--- config.mk ---
export PLATFORM = sky130hd
export DESIGN_NAME = uart_rx_buffer_ctrl
export DESIGN_NICKNAME = d
export VERILOG_FILES = /design/src/rtl/uart_rx_buffer_ctrl.sv
export SDC_FILE = /design/constraint.sdc
export NUM_CORES = 1
export LEC_CHECK = 0
export CORE_MARGIN = 2
export CORE_UTILIZATION = 58
export DETAILED_ROUTE_END_ITERATION = 12
export PLACE_DENSITY_LB_ADDON = 0.12
export SYNTH_ARGS = -nofsm -noshare
export SYNTH_HDL_FRONTEND = slang
export SYNTH_SLANG_ARGS = --single-unit
--- constraint.sdc ---
create_clock -name i_Clock -period 4 [get_ports i_Clock]
set_input_delay 0.6 -clock i_Clock [delete_from_list [all_inputs] [get_ports i_Clock]]
set_output_delay 0.6 -clock i_Clock [all_outputs]
set_load 0.02 [all_outputs]
--- src/rtl/uart_rx_buffer_ctrl.sv ---
// uart_rx_buffer_ctrl: receive-side buffer between the UART receiver and the CPU bus.
// Bytes go into a first-word-fall-through FIFO. The block also keeps a sticky
// overflow flag and an idle-line timeout. It raises a level irq on the fill
// threshold or on that timeout.
module uart_rx_buffer_ctrl #(
  parameter int DEPTH_LOG2    = 4,
  parameter int IRQ_THRESHOLD = 8,
  parameter int TIMEOUT_CLKS  = 4340
) (
  input  logic                  i_Clock,
  input  logic                  reset,
  input  logic                  i_Rx_DV,
  input  logic [7:0]            i_Rx_Byte,
  input  logic                  rd_en,
  output logic [7:0]            rd_data,
  output logic [DEPTH_LOG2:0]   count,
  output logic                  empty,
  output logic                  full,
  output logic                  overflow,
  input  logic                  clr_ovf,
  output logic                  timeout,
  output logic                  irq
);

  localparam int DEPTH = 1 << DEPTH_LOG2;
  localparam int CW    = DEPTH_LOG2 + 1;
  localparam int TW    = (TIMEOUT_CLKS > 1) ? $clog2(TIMEOUT_CLKS) : 1;

  localparam logic [CW-1:0] DEPTH_C   = CW'(DEPTH);
  localparam logic [CW-1:0] IRQ_THR_C = CW'(IRQ_THRESHOLD);
  localparam logic [TW-1:0] T_LAST_C  = TW'(TIMEOUT_CLKS - 1);

  typedef enum logic [1:0] {
    T_IDLE    = 2'd0,
    T_COUNT   = 2'd1,
    T_EXPIRED = 2'd2
  } tstate_e;

  // Storage is never reset; only pointers and flags are.
  logic [7:0]            mem_q [DEPTH];

  logic [DEPTH_LOG2-1:0] wr_ptr_q, wr_ptr_d;
  logic [DEPTH_LOG2-1:0] rd_ptr_q, rd_ptr_d;
  logic [CW-1:0]         count_q, count_d;
  logic                  empty_q, empty_d;
  logic                  full_q, full_d;
  logic                  overflow_q, overflow_d;
  logic                  timeout_q, timeout_d;
  logic                  irq_q, irq_d;
  logic [7:0]            rd_data_q, rd_data_d;
  tstate_e               state_q, state_d;
  logic [TW-1:0]         tcnt_q, tcnt_d;

  logic push_s;
  logic pop_s;
  logic drop_s;

  // A pop always makes room, so a push into a full FIFO is legal when rd_en is set.
  always_comb begin
    pop_s  = rd_en && !empty_q;
    push_s = i_Rx_DV && (!full_q || rd_en);
    drop_s = i_Rx_DV && full_q && !rd_en;
  end

  // Next values for pointers, occupancy and the FWFT head register.
  always_comb begin
    wr_ptr_d = wr_ptr_q;
    rd_ptr_d = rd_ptr_q;
    count_d  = count_q;
    if (push_s) begin
      wr_ptr_d = wr_ptr_q + DEPTH_LOG2'(1);
    end else begin
      wr_ptr_d = wr_ptr_q;
    end
    if (pop_s) begin
      rd_ptr_d = rd_ptr_q + DEPTH_LOG2'(1);
    end else begin
      rd_ptr_d = rd_ptr_q;
    end
    case ({push_s, pop_s})
      2'b10:   count_d = count_q + CW'(1);
      2'b01:   count_d = count_q - CW'(1);
      default: count_d = count_q;
    endcase
    empty_d = (count_d == CW'(0));
    full_d  = (count_d == DEPTH_C);
    // The new head bypasses storage when it is the byte being written this cycle.
    if (count_d == CW'(0)) begin
      rd_data_d = 8'h00;
    end else if (push_s && (wr_ptr_q == rd_ptr_d)) begin
      rd_data_d = i_Rx_Byte;
    end else begin
      rd_data_d = mem_q[rd_ptr_d];
    end
  end

  // Sticky overflow: a drop in the same cycle as clr_ovf keeps the flag set.
  always_comb begin
    if (drop_s) begin
      overflow_d = 1'b1;
    end else if (clr_ovf) begin
      overflow_d = 1'b0;
    end else begin
      overflow_d = overflow_q;
    end
  end

  // Idle-timeout FSM: next state, idle counter and timeout flag.
  always_comb begin
    state_d   = state_q;
    tcnt_d    = tcnt_q;
    timeout_d = timeout_q;
    case (state_q)
      T_IDLE: begin
        tcnt_d    = TW'(0);
        timeout_d = 1'b0;
        if (count_d != CW'(0)) begin
          state_d = T_COUNT;
        end else begin
          state_d = T_IDLE;
        end
      end
      T_COUNT: begin
        timeout_d = 1'b0;
        if (count_d == CW'(0)) begin
          state_d = T_IDLE;
          tcnt_d  = TW'(0);
        end else if (push_s || pop_s) begin
          tcnt_d = TW'(0);
        end else if (tcnt_q == T_LAST_C) begin
          state_d   = T_EXPIRED;
          tcnt_d    = TW'(0);
          timeout_d = 1'b1;
        end else begin
          tcnt_d = tcnt_q + TW'(1);
        end
      end
      T_EXPIRED: begin
        tcnt_d = TW'(0);
        if (pop_s) begin
          timeout_d = 1'b0;
          if (count_d == CW'(0)) begin
            state_d = T_IDLE;
          end else begin
            state_d = T_COUNT;
          end
        end else begin
          timeout_d = 1'b1;
          state_d   = T_EXPIRED;
        end
      end
      default: begin
        state_d   = T_IDLE;
        tcnt_d    = TW'(0);
        timeout_d = 1'b0;
      end
    endcase
    irq_d = (count_d >= IRQ_THR_C) || timeout_d;
  end

  // Write accepted bytes into storage (storage has no reset).
  always_ff @(posedge i_Clock) begin
    if (push_s) begin
      mem_q[wr_ptr_q] <= i_Rx_Byte;
    end
  end

  // Control and flag registers with synchronous reset.
  always_ff @(posedge i_Clock) begin
    if (reset) begin
      wr_ptr_q   <= '0;
      rd_ptr_q   <= '0;
      count_q    <= '0;
      empty_q    <= 1'b1;
      full_q     <= 1'b0;
      overflow_q <= 1'b0;
      timeout_q  <= 1'b0;
      irq_q      <= 1'b0;
      rd_data_q  <= 8'h00;
      state_q    <= T_IDLE;
      tcnt_q     <= '0;
    end else begin
      wr_ptr_q   <= wr_ptr_d;
      rd_ptr_q   <= rd_ptr_d;
      count_q    <= count_d;
      empty_q    <= empty_d;
      full_q     <= full_d;
      overflow_q <= overflow_d;
      timeout_q  <= timeout_d;
      irq_q      <= irq_d;
      rd_data_q  <= rd_data_d;
      state_q    <= state_d;
      tcnt_q     <= tcnt_d;
    end
  end

  assign rd_data  = rd_data_q;
  assign count    = count_q;
  assign empty    = empty_q;
  assign full     = full_q;
  assign overflow = overflow_q;
  assign timeout  = timeout_q;
  assign irq      = irq_q;

endmodule

==> results of run 1 <==
==> power breakdown <==
part / internal, uW / switching, uW / total, uW
combinational: 520 / 709 / 1230
sequential: 1970 / 101 / 2070
clock: 1010 / 676 / 1690
==> stage by stage <==
stage	power, uW	worst slack [ns]	hold slack [ns]	utilization [%]
final	4990	0.736	0.496	66.3
after global routing	5170	0.507	0.514	66.3
after CTS	4990	0.764	0.504	66.3
after detailed placement	3310	0.317	0.490	62.1
after global placement	3280	0.486	0.439	62.1
after floorplan	2940	0.849	0.430	-
==> worst max-delay path, delay by kind of cell <==
kind / cells / cell delay [ns]
AO/OA/AOI/OAI: 3 / 1.06
XOR/XNOR: 1 / 0.28
adder cells (fa/ha/maj): 1 / 0.30
buffers and inverters: 2 / 0.70
AND/OR/NAND/NOR: 4 / 0.62
==> cell type report <==
type,count,area share (%)
Sequential cell,169,48.8
Multi-Input combinational cell,477,36.9
Clock buffer,23,5.23
Timing Repair Buffer,53,4.95
Tap cell,184,2.41
Clock inverter,9,1.14
Inverter,13,0.510
==> how the worst min path moves through the flow <==
stage | start | to | cells past startpoint
after floorplan | tcnt_q[0]$_SDFF_PP0_ | tcnt_q[0]$_SDFF_PP0_ | 1
after global placement | tcnt_q[0]$_SDFF_PP0_ | tcnt_q[0]$_SDFF_PP0_ | 1
after detailed placement | tcnt_q[0]$_SDFF_PP0_ | tcnt_q[0]$_SDFF_PP0_ | 1
after CTS | tcnt_q[0]$_SDFF_PP0_ | tcnt_q[0]$_SDFF_PP0_ | 1
after global routing | tcnt_q[0]$_SDFF_PP0_ | tcnt_q[0]$_SDFF_PP0_ | 1
final | tcnt_q[0]$_SDFF_PP0_ | tcnt_q[0]$_SDFF_PP0_ | 1
==> registers in the layout, indices dropped and copies added (netlist names), 2 cells and up <==
signal and flops:
mem_q 128, tcnt_q 13, rd_data 8, count 5, rd_ptr_q 4, wr_ptr_q 4, state_q 2
==> cells by family (layout without fill, tap and decap cells) <==
group,after synthesis,count (layout),synth area share [%]
AND/OR/NAND/NOR,259,259,16.0
flip-flops,169,169,55.1
AO/OA/AOI/OAI,139,139,11.4
buffers and inverters,68,98,3.23
multiplexers,42,42,9.70
XOR/XNOR,25,25,2.75
adder cells (fa/ha/maj),12,12,1.77
==> layer usage <==
layer,vias up,GRT usage [%]
met5,-,0
met4,0,9.74
met3,46,5.58
met2,275,44.2
met1,3090,37.8
li1,2821,-
==> layout by cell type, fill, tap and decap left out, drive strengths merged, types with 6 or more instances in the layout <==
cell type | Yosys | layout
nand2 | 24 | 24
nand3 | 45 | 45
nor3 | 41 | 41
nor2 | 61 | 61
a21oi | 39 | 39
xnor2 | 13 | 13
o21ai | 29 | 29
nor2b | 24 | 24
nor4 | 27 | 27
o2111a | 7 | 7
nor4b | 8 | 8
o41ai | 9 | 9
clkdlybuf4s50 | 0 | 30
a211oi | 7 | 7
buf | 19 | 23
clkbuf | 36 | 23
o221ai | 8 | 8
ha | 12 | 12
edfxtp | 128 | 128
o211ai | 9 | 9
dfxtp | 41 | 41
mux4 | 32 | 32
inv | 13 | 16
o32ai | 16 | 16
nand4 | 6 | 6
xor2 | 11 | 11
mux2i | 9 | 9
==> metrics.cfg, run 1 <==
[status]
status = finished clean

[die]
die_h_um = 125
die_w_um = 125
die_area_um2 = 15600
core_um2 = 14400
initial_core_util_pct = 58.7
top_level_ports = 31
rows = 44

[timing]
skew_ns = 0.00696
setup_violations = 0
hold_viol_final = 0
rsz0062_at_grt = false
worst_slew_pin_slew_ns = 0.934
max_slew_margin_pct = 37.3
max_freq_ghz = 0.306
period_share_pct = 81.6
tns_ns = 0
period_minus_slack_ns = 3.26
drv_slew = 0

[grt]
antenna_found_initial = 0
grt_overflow = 0
grt_usage_pct = 27.5
grt_max_degree = 74
grt_pass1_vias = 5981
grt_pass1_wl_um = 32700

[worst_setup_path]
path_class = in2reg
cp-end-kind = flip-flop
r2r-end = rd_data[1]$_SDFF_PP0_
r2r_slack_ns = 0.94
slowest_delay_ns = 0.58
worst-path-max-fanout = 13
endpoint = tcnt_q[3]$_SDFF_PP0_
r2r_cells = 8
startpoint = rd_en
path_cells = clkdlybuf4s50_1 -> nand2b_1 -> and2_1 -> inv_1 -> ha_1 -> a21oi_1 -> xnor3_1 -> o41ai_2 -> nand3_2 -> o211ai_2 -> nor2_1
start_kind = input pin
critPathRequiredTime_ns = 4.29
worstPathArrival_ns = 3.56
r2r-start = rd_ptr_q[1]$_SDFF_PP0_
crit_slowest_cell = clkdlybuf4s50_1

[synth]
syn-num-nets = 739
ys_ff_latch = 169
synth_top_cell_by_area = edfxtp_1
yosys_warnings = 0
async_flop_share_pct = 0
ys_top_cells_by_count = edfxtp_1, nor2_1, nand3_1
synthMostInstantiatedCell = edfxtp_1
ys_types = 58
synth-edff-count = 128
synth-seq-area-share_pct = 55.1
ys.flop_type = edfxtp_1
syn_inst = 714
synthesis.area_um2 = 8470
synthTopCellsByArea = edfxtp_1, dfxtp_1, mux4_2, nor2_1, nand3_1
yosysTopAreaCellShare_pct = 45.4
avgSynthCellArea_um2 = 11.9

[worst_hold_path]
hold_path.class = reg2reg

[finish]
multi_input_area_um2 = 3530
seq_area_um2 = 4670
drive_gt1_share_pct = 13.2
diodes = 0
layout.nets = 756
fin_cells = 928
syn2layout_area_growth_pct = 12.9
nFillCells = 1093
fin_area_um2 = 9560

[clocking]
cts_tree = done
cts_resized = 0
postCtsSetupRepairBufs = 0
clockRootBuffer = clkbuf_16
path_clk_slew_ns = 0.06
max-clock-path-buffers = 2
clkLatencyLatePin_ns = 0.43
numCtsBuffers = 17
clock_sinks = 169
htreeDepth = 4
cts_hold_buf = 0

[power]
power_density_nw_per_um2 = 522
irDropWorstVdd_mv = 0.294
leakagePower_uw = 0.00306

[placement]
io_buffers = 30
dp_cells = 896
place.gp.congestion = 0.903
place_area_um2 = 8950
dp_hpwl_um = 13400

[detailed_routing]
drt_pass1_iterations = 5
highest_layer = met4
met3_wirelength_um = 1460
wl_met1_um = 8830
vias = 6232
viasPerCell = 6.72
first_iter_violations = 728
wl_um = 21000
wl_met2_um = 10100
avgRoutedWirePerCell_um = 22.6
drc_errors = 0
ant_nets = 0

[run]
cap_violations = 0

(Power assumes the default switching activity.)
==> run 2: changes to the inputs <==
Clock period 4 ns to 3.35 ns, I/O delays scaled along.
==> metrics.cfg, run 2 (synthesized netlist as in run 1, its figures left out) <==
[grt]
antenna_found_initial = 0  ; unchanged
grt_pass1_wl_um = 33800  ; was 32700 um
grt_pass1_vias = 6170  ; was 5981
grt_max_degree = 85  ; was 74
grt_usage_pct = 28.6  ; was 27.5%
grt_overflow = 0  ; unchanged

[detailed_routing]
vias = 6276  ; was 6232
drc_errors = 0  ; unchanged
wl_um = 21500  ; was 21000 um
first_iter_violations = 655  ; was 728
drt_pass1_iterations = 5  ; unchanged
ant_nets = 0  ; unchanged
viasPerCell = 6.60  ; was 6.72
avgRoutedWirePerCell_um = 22.6  ; about the same

[finish]
layout_commonest_cell = edfxtp_1  ; unchanged
diodes = 0  ; unchanged
multi_input_area_um2 = 3530  ; unchanged
drive_gt1_share_pct = 15.4  ; was 13.2%
regMostFlops = mem_q  ; unchanged
syn2layout_area_growth_pct = 14.0  ; was 12.9%
layout.nets = 779  ; was 756
most-common-layout-cells = edfxtp_1, nor2_1, buf_4  ; was edfxtp_1, nor2_1, nand3_1
nFillCells = 1073  ; was 1093
largest_reg_flops = 128  ; unchanged
fin_area_um2 = 9660  ; was 9560 um^2
seq_area_um2 = 4670  ; unchanged

[placement]
dp_hpwl_um = 13900  ; was 13400 um
dp_slack_ns = -0.0528  ; was 0.317 ns
place_area_um2 = 9140  ; was 8950 um^2
io_buffers = 30  ; unchanged
place.gp.congestion = 0.884  ; was 0.903

[timing]
fin_ws_ns = 0.337  ; was 0.736 ns
drv_slew = 0  ; unchanged
period_share_pct = 89.9
setup_violations = 0  ; unchanged
worst_slew_pin_slew_ns = 0.930  ; was 0.934 ns
period_minus_slack_ns = 3.01
max_freq_ghz = 0.332
max_slew_margin_pct = 37.5  ; was 37.3%
skew_ns = 0.00503  ; was 0.00696 ns
hold_ws_ns = 0.464  ; was 0.496 ns
hold_viol_final = 0  ; unchanged
rsz0062_at_grt = false  ; unchanged

[power]
sw_frac_of_total_pct = 30.4  ; was 29.8%
irDropWorstVdd_mv = 0.408  ; was 0.294 mV
p_total_uw = 5740  ; was 4990 uW
intPower_uw = 3990  ; was 3500 uW
power_density_nw_per_um2 = 594  ; was 522 nW/um^2
leakagePower_uw = 0.00314  ; was 0.00306 uW
clkPwrFrac_pct = 30.7  ; was 33.9%
p_sw_uw = 1750  ; was 1490 uW
seqPwrFrac_pct = 42.4  ; was 41.5%
comb_power_share_pct = 27.0  ; was 24.6%

[die]
rows = 44  ; unchanged
die_w_um = 125  ; unchanged
top_level_ports = 31  ; unchanged
die_area_um2 = 15600  ; unchanged
initial_core_util_pct = 58.7  ; unchanged
core_um2 = 14400  ; unchanged
die_h_um = 125  ; unchanged

[clocking]
path_clk_slew_ns = 0.06  ; about the same
clock_sinks = 169  ; unchanged
cts_tree = done  ; unchanged
clockRootBuffer = clkbuf_16  ; unchanged
cts_resized = 0  ; unchanged
htreeDepth = 4  ; unchanged
numCtsBuffers = 17  ; unchanged
postCtsSetupRepairBufs = 0  ; unchanged
max-clock-path-buffers = 2  ; unchanged
cts_hold_buf = 0  ; unchanged
clkLatencyLatePin_ns = 0.42  ; was 0.43 ns

[worst_setup_path]
path_class = in2reg  ; unchanged
critPathRequiredTime_ns = 3.63  ; was 4.29 ns
worstPathArrival_ns = 3.30  ; was 3.56 ns
start_kind = input pin  ; unchanged
cp-end-kind = flip-flop  ; unchanged
worst-path-max-fanout = 13  ; unchanged

[status]
status = finished clean  ; unchanged

[run]
cap_violations = 0  ; unchanged

[worst_hold_path]
hold_path.class = reg2reg  ; unchanged

run 2: changes by cell type in the layout (fill, tap and decap cells not counted), moves of 2 or more:
cell | previous run | this run
bufinv_16 | 2 | 0
clkbuf_1 | 3 | 6
clkinv_4 | 2 | 0
clkinv_2 | 2 | 4
inv_4 | 2 | 4
buf_4 | 23 | 45
run 2: cell type report:
cell class                 instances  share of cell area, %
tap                              184                   2.38
inverter                          13                  0.505
timing repair buffer              76                   6.81
clock inverter                     8                  0.466
clock buffer                      24                   4.90
sequential                       169                   48.3
multi-input combinational        477                   36.6
run 2: routing by layer:
layer	track usage, %	part of all wire, %	up-vias
li1	-	-	2863
met1	38.7	41	3091
met2	47.1	49	283
met3	5.50	7.3	39
met4	9.02	2.2	0
met5	0	0	-
run 2: path summary, 6_finish.rpt:
path | startpoint | end | slack, ns | cells after the start
worst min-delay path | tcnt_q[0]$_SDFF_PP0_ | tcnt_q[0]$_SDFF_PP0_ | 0.46 | 1
worst min register to register | tcnt_q[0]$_SDFF_PP0_ | tcnt_q[0]$_SDFF_PP0_ | 0.46 | 1
worst max-delay path | rd_en | tcnt_q[3]$_SDFF_PP0_ | 0.34 | 11
worst max register to register | empty$_SDFF_PP1_ | tcnt_q[3]$_SDFF_PP0_ | 0.61 | 9
run 2: power groups by stage:
stage	Sequential [uW]	Clock (uW)	Combinational, uW
6_report	2430	1760	1550
5_1_grt	2440	1870	1670
4_1_cts	2430	1780	1540
3_5_place_dp	2480	0	1530
3_3_place_gp	2470	0	1490
2_1_floorplan	2510	0	1010
run 2: metrics by stage:
stage                     util [%]  TNS, ns  std cells
final                         67.0        0        951
after global routing          67.0        0        951
after CTS                     67.0        0        951
after detailed placement      63.4   -0.436        919
after global placement        63.4        0        919
after floorplan                  -        0        714
run 2: critical path, cell delays in order:
cell             delay [ns]
clkdlybuf4s50_1        0.48
nand2b_1               0.14
and2_1                 0.17
inv_1                  0.07
ha_1                   0.27
nor4b_1                0.36
a21oi_1                0.10
a211o_1                0.30
a21o_1                 0.24
o211ai_2               0.54
nor2_1                 0.12
